## config.mk

```make
export PLATFORM = sky130hd
export DESIGN_NAME = mem_bus_master_flat
export DESIGN_NICKNAME = d
export VERILOG_FILES = /design/src/rtl/mem_bus_pkg.sv /design/src/rtl/mem_bus_if.sv /design/src/rtl/mem_bus_timeout.sv /design/src/rtl/mem_bus_master.sv /design/src/flat_wrapper.sv
export SDC_FILE = /design/constraint.sdc
export NUM_CORES = 1
export LEC_CHECK = 0
export BUFFER_PORTS_ARGS = -buffer_cell sky130_fd_sc_hd__buf_2
export CAP_MARGIN = 40
export CORE_ASPECT_RATIO = 1.25
export CORE_MARGIN = 3
export CORE_UTILIZATION = 45
export CTS_CLUSTER_SIZE = 25
export DETAILED_ROUTE_END_ITERATION = 8
export HOLD_SLACK_MARGIN = 0.06
export PLACE_DENSITY_LB_ADDON = 0.2
export SYNTH_ARGS = -nofsm -noshare
export SYNTH_HDL_FRONTEND = slang
export SYNTH_SLANG_ARGS = --single-unit
```

## constraint.sdc

```tcl
create_clock -name clk -period 1.81 [get_ports clk]
set_input_delay 0.181 -clock clk [delete_from_list [all_inputs] [get_ports clk]]
set_output_delay 0.181 -clock clk [all_outputs]
set_load 0.005 [all_outputs]
```

## src/rtl/mem_bus_pkg.sv

```systemverilog
// mem_bus_pkg: shared types and helpers for the memory-bus initiator.
//   state_e : initiator FSM states (IDLE, WAIT, RESP)
//   clog2   : bit width needed to hold values 0..v-1 (minimum 1)
package mem_bus_pkg;

    typedef enum logic [1:0] {IDLE, WAIT, RESP} state_e;

    function automatic int clog2(input int v);
        int r;
        r = 0;
        while ((1 << r) < v) r++;
        return (r < 1) ? 1 : r;
    endfunction

endpackage

```

## src/rtl/mem_bus_if.sv

```systemverilog
// mem_bus_if: host command/response port plus register-bank strobe/done port.
//   master modport : view of the initiator (drives strobes and responses)
//   slave modport  : view of the host and register bank together
interface mem_bus_if #(
    parameter int AW = 16,
    parameter int DW = 32
);
    logic          cmd_valid;
    logic          cmd_ready;
    logic          cmd_we;
    logic [AW-1:0] cmd_addr;
    logic [DW-1:0] cmd_wdata;
    logic          rsp_valid;
    logic          rsp_ready;
    logic [DW-1:0] rsp_rdata;
    logic          rsp_err;
    logic [AW-1:0] mem_addr;
    logic [DW-1:0] mem_wdata;
    logic          mem_rd;
    logic          mem_wr;
    logic [DW-1:0] mem_rdata;
    logic          mem_rd_done;
    logic          mem_wr_done;

    modport master (
        input  cmd_valid, cmd_we, cmd_addr, cmd_wdata, rsp_ready,
               mem_rdata, mem_rd_done, mem_wr_done,
        output cmd_ready, rsp_valid, rsp_rdata, rsp_err,
               mem_addr, mem_wdata, mem_rd, mem_wr
    );

    modport slave (
        output cmd_valid, cmd_we, cmd_addr, cmd_wdata, rsp_ready,
               mem_rdata, mem_rd_done, mem_wr_done,
        input  cmd_ready, rsp_valid, rsp_rdata, rsp_err,
               mem_addr, mem_wdata, mem_rd, mem_wr
    );

endinterface

```

## src/rtl/mem_bus_timeout.sv

```systemverilog
// mem_bus_timeout: clearable up-counter flagging the last cycle of the wait window.
//   clk, rst_n : clock, synchronous active-low reset
//   clr_i      : restart the count at 0
//   en_i       : count one cycle
//   expired_o  : count has reached TIMEOUT-1
module mem_bus_timeout import mem_bus_pkg::*; #(
    parameter int TIMEOUT = 255,
    parameter int CW      = clog2(TIMEOUT + 1)
) (
    input  logic clk,
    input  logic rst_n,
    input  logic clr_i,
    input  logic en_i,
    output logic expired_o
);

    logic [CW-1:0] cnt_q;

    always_ff @(posedge clk) begin
        if (!rst_n || clr_i) cnt_q <= '0;
        else if (en_i)       cnt_q <= cnt_q + CW'(1);
    end

    assign expired_o = cnt_q == CW'(TIMEOUT - 1);

endmodule

```

## src/rtl/mem_bus_master.sv

```systemverilog
// mem_bus_master: single-command initiator toward a strobe/done register bank.
//   clk, rst_n : clock, synchronous active-low reset
//   bus        : mem_bus_if.master (cmd valid/ready in, rsp valid/ready out,
//                mem_addr/mem_wdata/mem_rd/mem_wr out, mem_rdata/done pulses in)
module mem_bus_master import mem_bus_pkg::*; #(
    parameter int AW      = 16,
    parameter int DW      = 32,
    parameter int TIMEOUT = 255
) (
    input  logic         clk,
    input  logic         rst_n,
    mem_bus_if.master    bus
);

    state_e        state_q;
    logic          we_q;
    logic          mem_rd_q;
    logic          mem_wr_q;
    logic          rsp_valid_q;
    logic          rsp_err_q;
    logic [AW-1:0] mem_addr_q;
    logic [DW-1:0] mem_wdata_q;
    logic [DW-1:0] rsp_rdata_q;
    logic          cmd_ready;
    logic          accept;
    logic          done;
    logic          expired;

    assign cmd_ready = rst_n && state_q == IDLE;
    assign accept    = bus.cmd_valid && cmd_ready;
    // Only the done pulse matching the latched direction counts.
    assign done      = we_q ? bus.mem_wr_done : bus.mem_rd_done;

    mem_bus_timeout #(.TIMEOUT(TIMEOUT)) u_timeout (
        .clk       (clk),
        .rst_n     (rst_n),
        .clr_i     (accept),
        .en_i      (state_q == WAIT),
        .expired_o (expired)
    );

    always_ff @(posedge clk) begin
        if (!rst_n) begin
            state_q     <= IDLE;
            we_q        <= 1'b0;
            mem_rd_q    <= 1'b0;
            mem_wr_q    <= 1'b0;
            rsp_valid_q <= 1'b0;
            rsp_err_q   <= 1'b0;
            mem_addr_q  <= '0;
            mem_wdata_q <= '0;
            rsp_rdata_q <= '0;
        end else begin
            mem_rd_q <= 1'b0;
            mem_wr_q <= 1'b0;
            case (state_q)
                IDLE: if (bus.cmd_valid) begin
                    mem_addr_q  <= bus.cmd_addr;
                    mem_wdata_q <= bus.cmd_wdata;
                    we_q        <= bus.cmd_we;
                    mem_wr_q    <= bus.cmd_we;
                    mem_rd_q    <= !bus.cmd_we;
                    state_q     <= WAIT;
                end
                // A done in the expiry cycle still wins over the timeout.
                WAIT: if (done || expired) begin
                    rsp_rdata_q <= (done && !we_q) ? bus.mem_rdata : '0;
                    rsp_err_q   <= !done;
                    rsp_valid_q <= 1'b1;
                    state_q     <= RESP;
                end
                RESP: if (bus.rsp_ready) begin
                    rsp_valid_q <= 1'b0;
                    state_q     <= IDLE;
                end
                default: state_q <= IDLE;
            endcase
        end
    end

    assign bus.cmd_ready = cmd_ready;
    assign bus.rsp_valid = rsp_valid_q;
    assign bus.rsp_rdata = rsp_rdata_q;
    assign bus.rsp_err   = rsp_err_q;
    assign bus.mem_addr  = mem_addr_q;
    assign bus.mem_wdata = mem_wdata_q;
    assign bus.mem_rd    = mem_rd_q;
    assign bus.mem_wr    = mem_wr_q;

endmodule

```

## src/flat_wrapper.sv

```systemverilog
// flat-port wrapper written by rule: the top's interface ports become plain ports
module mem_bus_master_flat import mem_bus_pkg::*;
#(
    parameter int AW      = 16,
    parameter int DW      = 32,
    parameter int TIMEOUT = 255
)
  (clk, rst_n, bus_cmd_valid, bus_cmd_we, bus_cmd_addr, bus_cmd_wdata, bus_rsp_ready, bus_mem_rdata, bus_mem_rd_done, bus_mem_wr_done, bus_cmd_ready, bus_rsp_valid, bus_rsp_rdata, bus_rsp_err, bus_mem_addr, bus_mem_wdata, bus_mem_rd, bus_mem_wr);
  mem_bus_if #(.AW(AW), .DW(DW)) bus_i ();
  input  logic clk;
  input  logic rst_n;
  input wire logic [$bits(bus_i.cmd_valid)-1:0] bus_cmd_valid;
  input wire logic [$bits(bus_i.cmd_we)-1:0] bus_cmd_we;
  input wire logic [$bits(bus_i.cmd_addr)-1:0] bus_cmd_addr;
  input wire logic [$bits(bus_i.cmd_wdata)-1:0] bus_cmd_wdata;
  input wire logic [$bits(bus_i.rsp_ready)-1:0] bus_rsp_ready;
  input wire logic [$bits(bus_i.mem_rdata)-1:0] bus_mem_rdata;
  input wire logic [$bits(bus_i.mem_rd_done)-1:0] bus_mem_rd_done;
  input wire logic [$bits(bus_i.mem_wr_done)-1:0] bus_mem_wr_done;
  output wire logic [$bits(bus_i.cmd_ready)-1:0] bus_cmd_ready;
  output wire logic [$bits(bus_i.rsp_valid)-1:0] bus_rsp_valid;
  output wire logic [$bits(bus_i.rsp_rdata)-1:0] bus_rsp_rdata;
  output wire logic [$bits(bus_i.rsp_err)-1:0] bus_rsp_err;
  output wire logic [$bits(bus_i.mem_addr)-1:0] bus_mem_addr;
  output wire logic [$bits(bus_i.mem_wdata)-1:0] bus_mem_wdata;
  output wire logic [$bits(bus_i.mem_rd)-1:0] bus_mem_rd;
  output wire logic [$bits(bus_i.mem_wr)-1:0] bus_mem_wr;
  assign bus_i.cmd_valid = bus_cmd_valid;
  assign bus_i.cmd_we = bus_cmd_we;
  assign bus_i.cmd_addr = bus_cmd_addr;
  assign bus_i.cmd_wdata = bus_cmd_wdata;
  assign bus_i.rsp_ready = bus_rsp_ready;
  assign bus_i.mem_rdata = bus_mem_rdata;
  assign bus_i.mem_rd_done = bus_mem_rd_done;
  assign bus_i.mem_wr_done = bus_mem_wr_done;
  assign bus_cmd_ready = bus_i.cmd_ready;
  assign bus_rsp_valid = bus_i.rsp_valid;
  assign bus_rsp_rdata = bus_i.rsp_rdata;
  assign bus_rsp_err = bus_i.rsp_err;
  assign bus_mem_addr = bus_i.mem_addr;
  assign bus_mem_wdata = bus_i.mem_wdata;
  assign bus_mem_rd = bus_i.mem_rd;
  assign bus_mem_wr = bus_i.mem_wr;
  mem_bus_master #(.AW(AW), .DW(DW), .TIMEOUT(TIMEOUT)) u_core (.clk(clk), .rst_n(rst_n), .bus(bus_i));
endmodule
```

==> flow_summary_export.csv <==
group,metric,value,unit
power_and_ir_drop,powerDensity,843,mW/mm2
worst_setup_path,timing.rr.start,"u_core.we_q",
worst_setup_path,end_kind,"flip-flop",
synthesis,postSynthNetCount,526,
drt,drt_iter0_drc,187,
worst_setup_path,rrSetupSlack,380,ps
place,gp_congestion,0.770,
synthesis,synth_ff_type,"dfxtp_1",
clock_network,path_clk_slew,90,ps
power_and_ir_drop,power.internal,3.23,mW
worst_setup_path,crit_fanout,12,
grt,grt_usage,22.7,%
synthesis,yosys_warnings,0,
die,die_w,87.9,um
hold_path,worst_hold_startpoint,"bus_cmd_wdata[19]",
power_and_ir_drop,p_clk_share,30.0,%
clock_network,root_buffer,"clkbuf_8",
status,status,"finished, final reports clean",
worst_setup_path,startpoint_type,"flip-flop",
synthesis,synth.top_cell.area_share,50.4,%
grt,grt_remaining_overflow,0,
grt,antenna_found_initial,0,
die,dieArea,0.00952,mm2
timing,finalHoldViolations,0,
worst_setup_path,cp_slowest_cell,"and4bb_2",
clock_network,cts_resized,0,
synthesis,synth_area_leaders,"dfxtp_1 50%, nand2_1 10%, a21oi_1 7.6%",
worst_setup_path,slowest_delay,490,ps
timing,timing.final.crit_share,79.1,%
hold_path,hold_path.class,"input pin to flip-flop",
timing,timing.hold.ws,77.5,ps
place,dp_hpwl,7030,um
synthesis,synth_area,0.00377,mm2
final_layout,mostFrequentLayoutCells,"171 x buf_2, 104 x nand2_1, 95 x dfxtp_1",
timing,finalSetupTns,0,ps
clock_network,cts_tree,"built",
clock_network,clock_latency,350,ps
drt,vias,3862,
die,core-area,0.00797,mm2
worst_setup_path,crit_chain,"and4bb_2 > buf_4 > a22oi_1 > o22ai_1",
synthesis,ys_seq_elements,95,
drt,via_per_inst,5.32,
drt,firstDrtPassIters,4,
timing,max_freq,698,MHz
synthesis,synthCells,437,
worst_setup_path,r2r-end,"u_core.bus.rsp_rdata[2]",
grt,grt_pass1_wl,17400,um
die,die_h,108,um
grt,grt_max_degree,52,
drt,drc,0,
drt,ant_nets,0,
die,num_io_pins,172,
synthesis,synth.avg_cell_area,8.63,um2
place,pre_cts_ws,384,ps
final_layout,areaGrowthSynthToFinish,38.3,%
timing,min_period,1430,ps
power_and_ir_drop,power_leakage,2.34,nW
synthesis,yosysTopAreaCell,"dfxtp_1",
drt,top_layer,"met4",
synthesis,synth_edf_count,0,
die,initial_core_util,47.3,%
place,port_buffers,171,
power_and_ir_drop,irDropWorstVdd,0.436,mV
final_layout,fillers,688,
final_layout,drive_gt1_share,33.0,%
timing,setup_violations,0,
drt,wl_met2,5080,um
hold_path,hold-path-cell-count,3,
power_and_ir_drop,p_comb_share,17.4,%
worst_setup_path,critPathArrivalTime,1700,ps
clock_network,ctsLongestPathBuffers,2,
power_and_ir_drop,power_frac_seq,52.6,%
grt,grt_pass1_vias,3685,
power_and_ir_drop,power,4.40,mW
drt,wl_per_cell,14.6,um
worst_setup_path,critPathTopFamily,"simple AND/OR/NAND/NOR gates",
worst_setup_path,r2r_cells,4,
hold_path,whs_endpoint,"u_core.bus.mem_wdata[19]",
synthesis,async_flop_share,0,%
final_layout,diodes,0,
timing,relSlewSlack,70.0,%
clock_network,cts_sinks,95,
power_and_ir_drop,swShare,26.6,%
power_and_ir_drop,p_switching,1.17,mW
synthesis,yosysUniqueCellTypes,37,
final_layout,layout_commonest_cell,"buf_2",
worst_setup_path,crit_required,2080,ps
final_layout,nets,716,
timing,grt_setup_unrepaired,"false",
timing,tightest_slew,450,ps
timing,worst_clock_skew,7.26,ps
drt,wl_met1,4310,um
timing,fin_ws,377,ps
drt,wl_met3,899,um
job,drv_cap,0,
clock_network,cts_buffers,9,
synthesis,yosysSeqAreaShare,50.4,%
die,row_count,36,
worst_setup_path,critPathKind,"flip-flop to flip-flop",
clock_network,htree_num_levels,3,
drt,drt_wl_total,10600,um
worst_setup_path,critPathBufInv,1,
timing,slew_viol_final,0,
## worst max-delay path by stage
stage	start	to	slack (ps)	cells past startpoint
after floorplan	u_core.state_q[0]	u_core.u_timeout.cnt_q[1]	500	6
after detailed placement	u_core.we_q	u_core.bus.rsp_rdata[2]	380	4
after global routing	u_core.state_q[0]	u_core.bus.rsp_err	280	4
after global placement	u_core.we_q	u_core.bus.rsp_rdata[19]	460	4
final	u_core.we_q	u_core.bus.rsp_rdata[2]	380	4
after CTS	u_core.state_q[0]	bus_cmd_ready	370	3
## cells in the mapped netlist (2+ instances only)
| cell type | number |
|---|---|
| nand3_1 | 34 |
| o21ai_0 | 6 |
| nand3b_1 | 2 |
| buf_6 | 6 |
| clkbuf_1 | 12 |
| a22oi_1 | 32 |
| nor2_1 | 3 |
| dfxtp_1 | 95 |
| buf_2 | 18 |
| a21oi_1 | 57 |
| or3_1 | 4 |
| inv_1 | 4 |
| nand2_1 | 104 |
| ha_1 | 2 |
| nor2b_1 | 2 |
| o22ai_1 | 32 |
| buf_4 | 4 |
## worst register-to-register path, cell delays in order (launching register included)
cell      delay, ps
dfxtp_1         360
and4bb_2        490
buf_4           240
a22oi_1          80
o22ai_1         190
## per-stage QoR
step                      area (um2)  cells  util (%)
after floorplan                 3770    437         -
after global placement          4690    676      58.8
after CTS                       5220    726      65.4
final                           5220    726      65.4
after global routing            5220    726      65.4
after detailed placement        4690    676      58.8
## layer usage
layer,up-vias,track usage [%]
met3,25,5.18
met2,167,37.4
met4,0,11.5
li1,1918,-
met1,1752,27.6
met5,-,0
## registers in the layout, indices dropped and copies added, names as in the netlist
name                    cells
u_core.bus.mem_wr           1
u_core.bus.mem_addr        16
u_core.bus.mem_wdata       32
u_core.bus.rsp_rdata       32
u_core.we_q                 1
u_core.bus.mem_rd           1
u_core.bus.rsp_valid        1
u_core.state_q              2
u_core.u_timeout.cnt_q      8
u_core.bus.rsp_err          1
## cells by family after synthesis
| group | count (synthesis) | synth area share [%] |
|---|---|---|
| and+or+nand+nor | 162 | 20.4 |
| AOI/OAI and AO/OA | 132 | 21.2 |
| DFF | 95 | 50.4 |
| buffers and inverters | 44 | 6.57 |
| adders and majority gates | 2 | 0.663 |
| xor gates and xnor gates | 1 | 0.232 |
| muxes | 1 | 0.597 |
## power groups by stage
stage	clock network [mW]	logic [mW]	registers, mW
6_report	1.32	0.765	2.31
5_1_grt	1.44	0.858	2.33
4_1_cts	1.36	0.767	2.31
3_5_place_dp	0	0.708	2.36
3_3_place_gp	0	0.693	2.36
2_1_floorplan	0	0.387	2.37
## cell type report
class / count / area (um2) / area share (%)
clock buffers: 11 / 131 / 2.52
clock inverters: 4 / 47.5 / 0.911
inverters: 4 / 15.0 / 0.288
multi-input cells: 298 / 1640 / 31.4
flip-flops and latches: 95 / 1900 / 36.5
well taps: 95 / 119 / 2.28
repair buffers: 219 / 1370 / 26.2
## repair_timing
item                                    4_1_cts  5_1_grt
hold buffers                                 35        0
endpoints found under the setup margin        0        0
setup buffers                                 0        0
hold endpoints to repair                     35        0
Note: power is estimated with default switching activity, not from simulation.
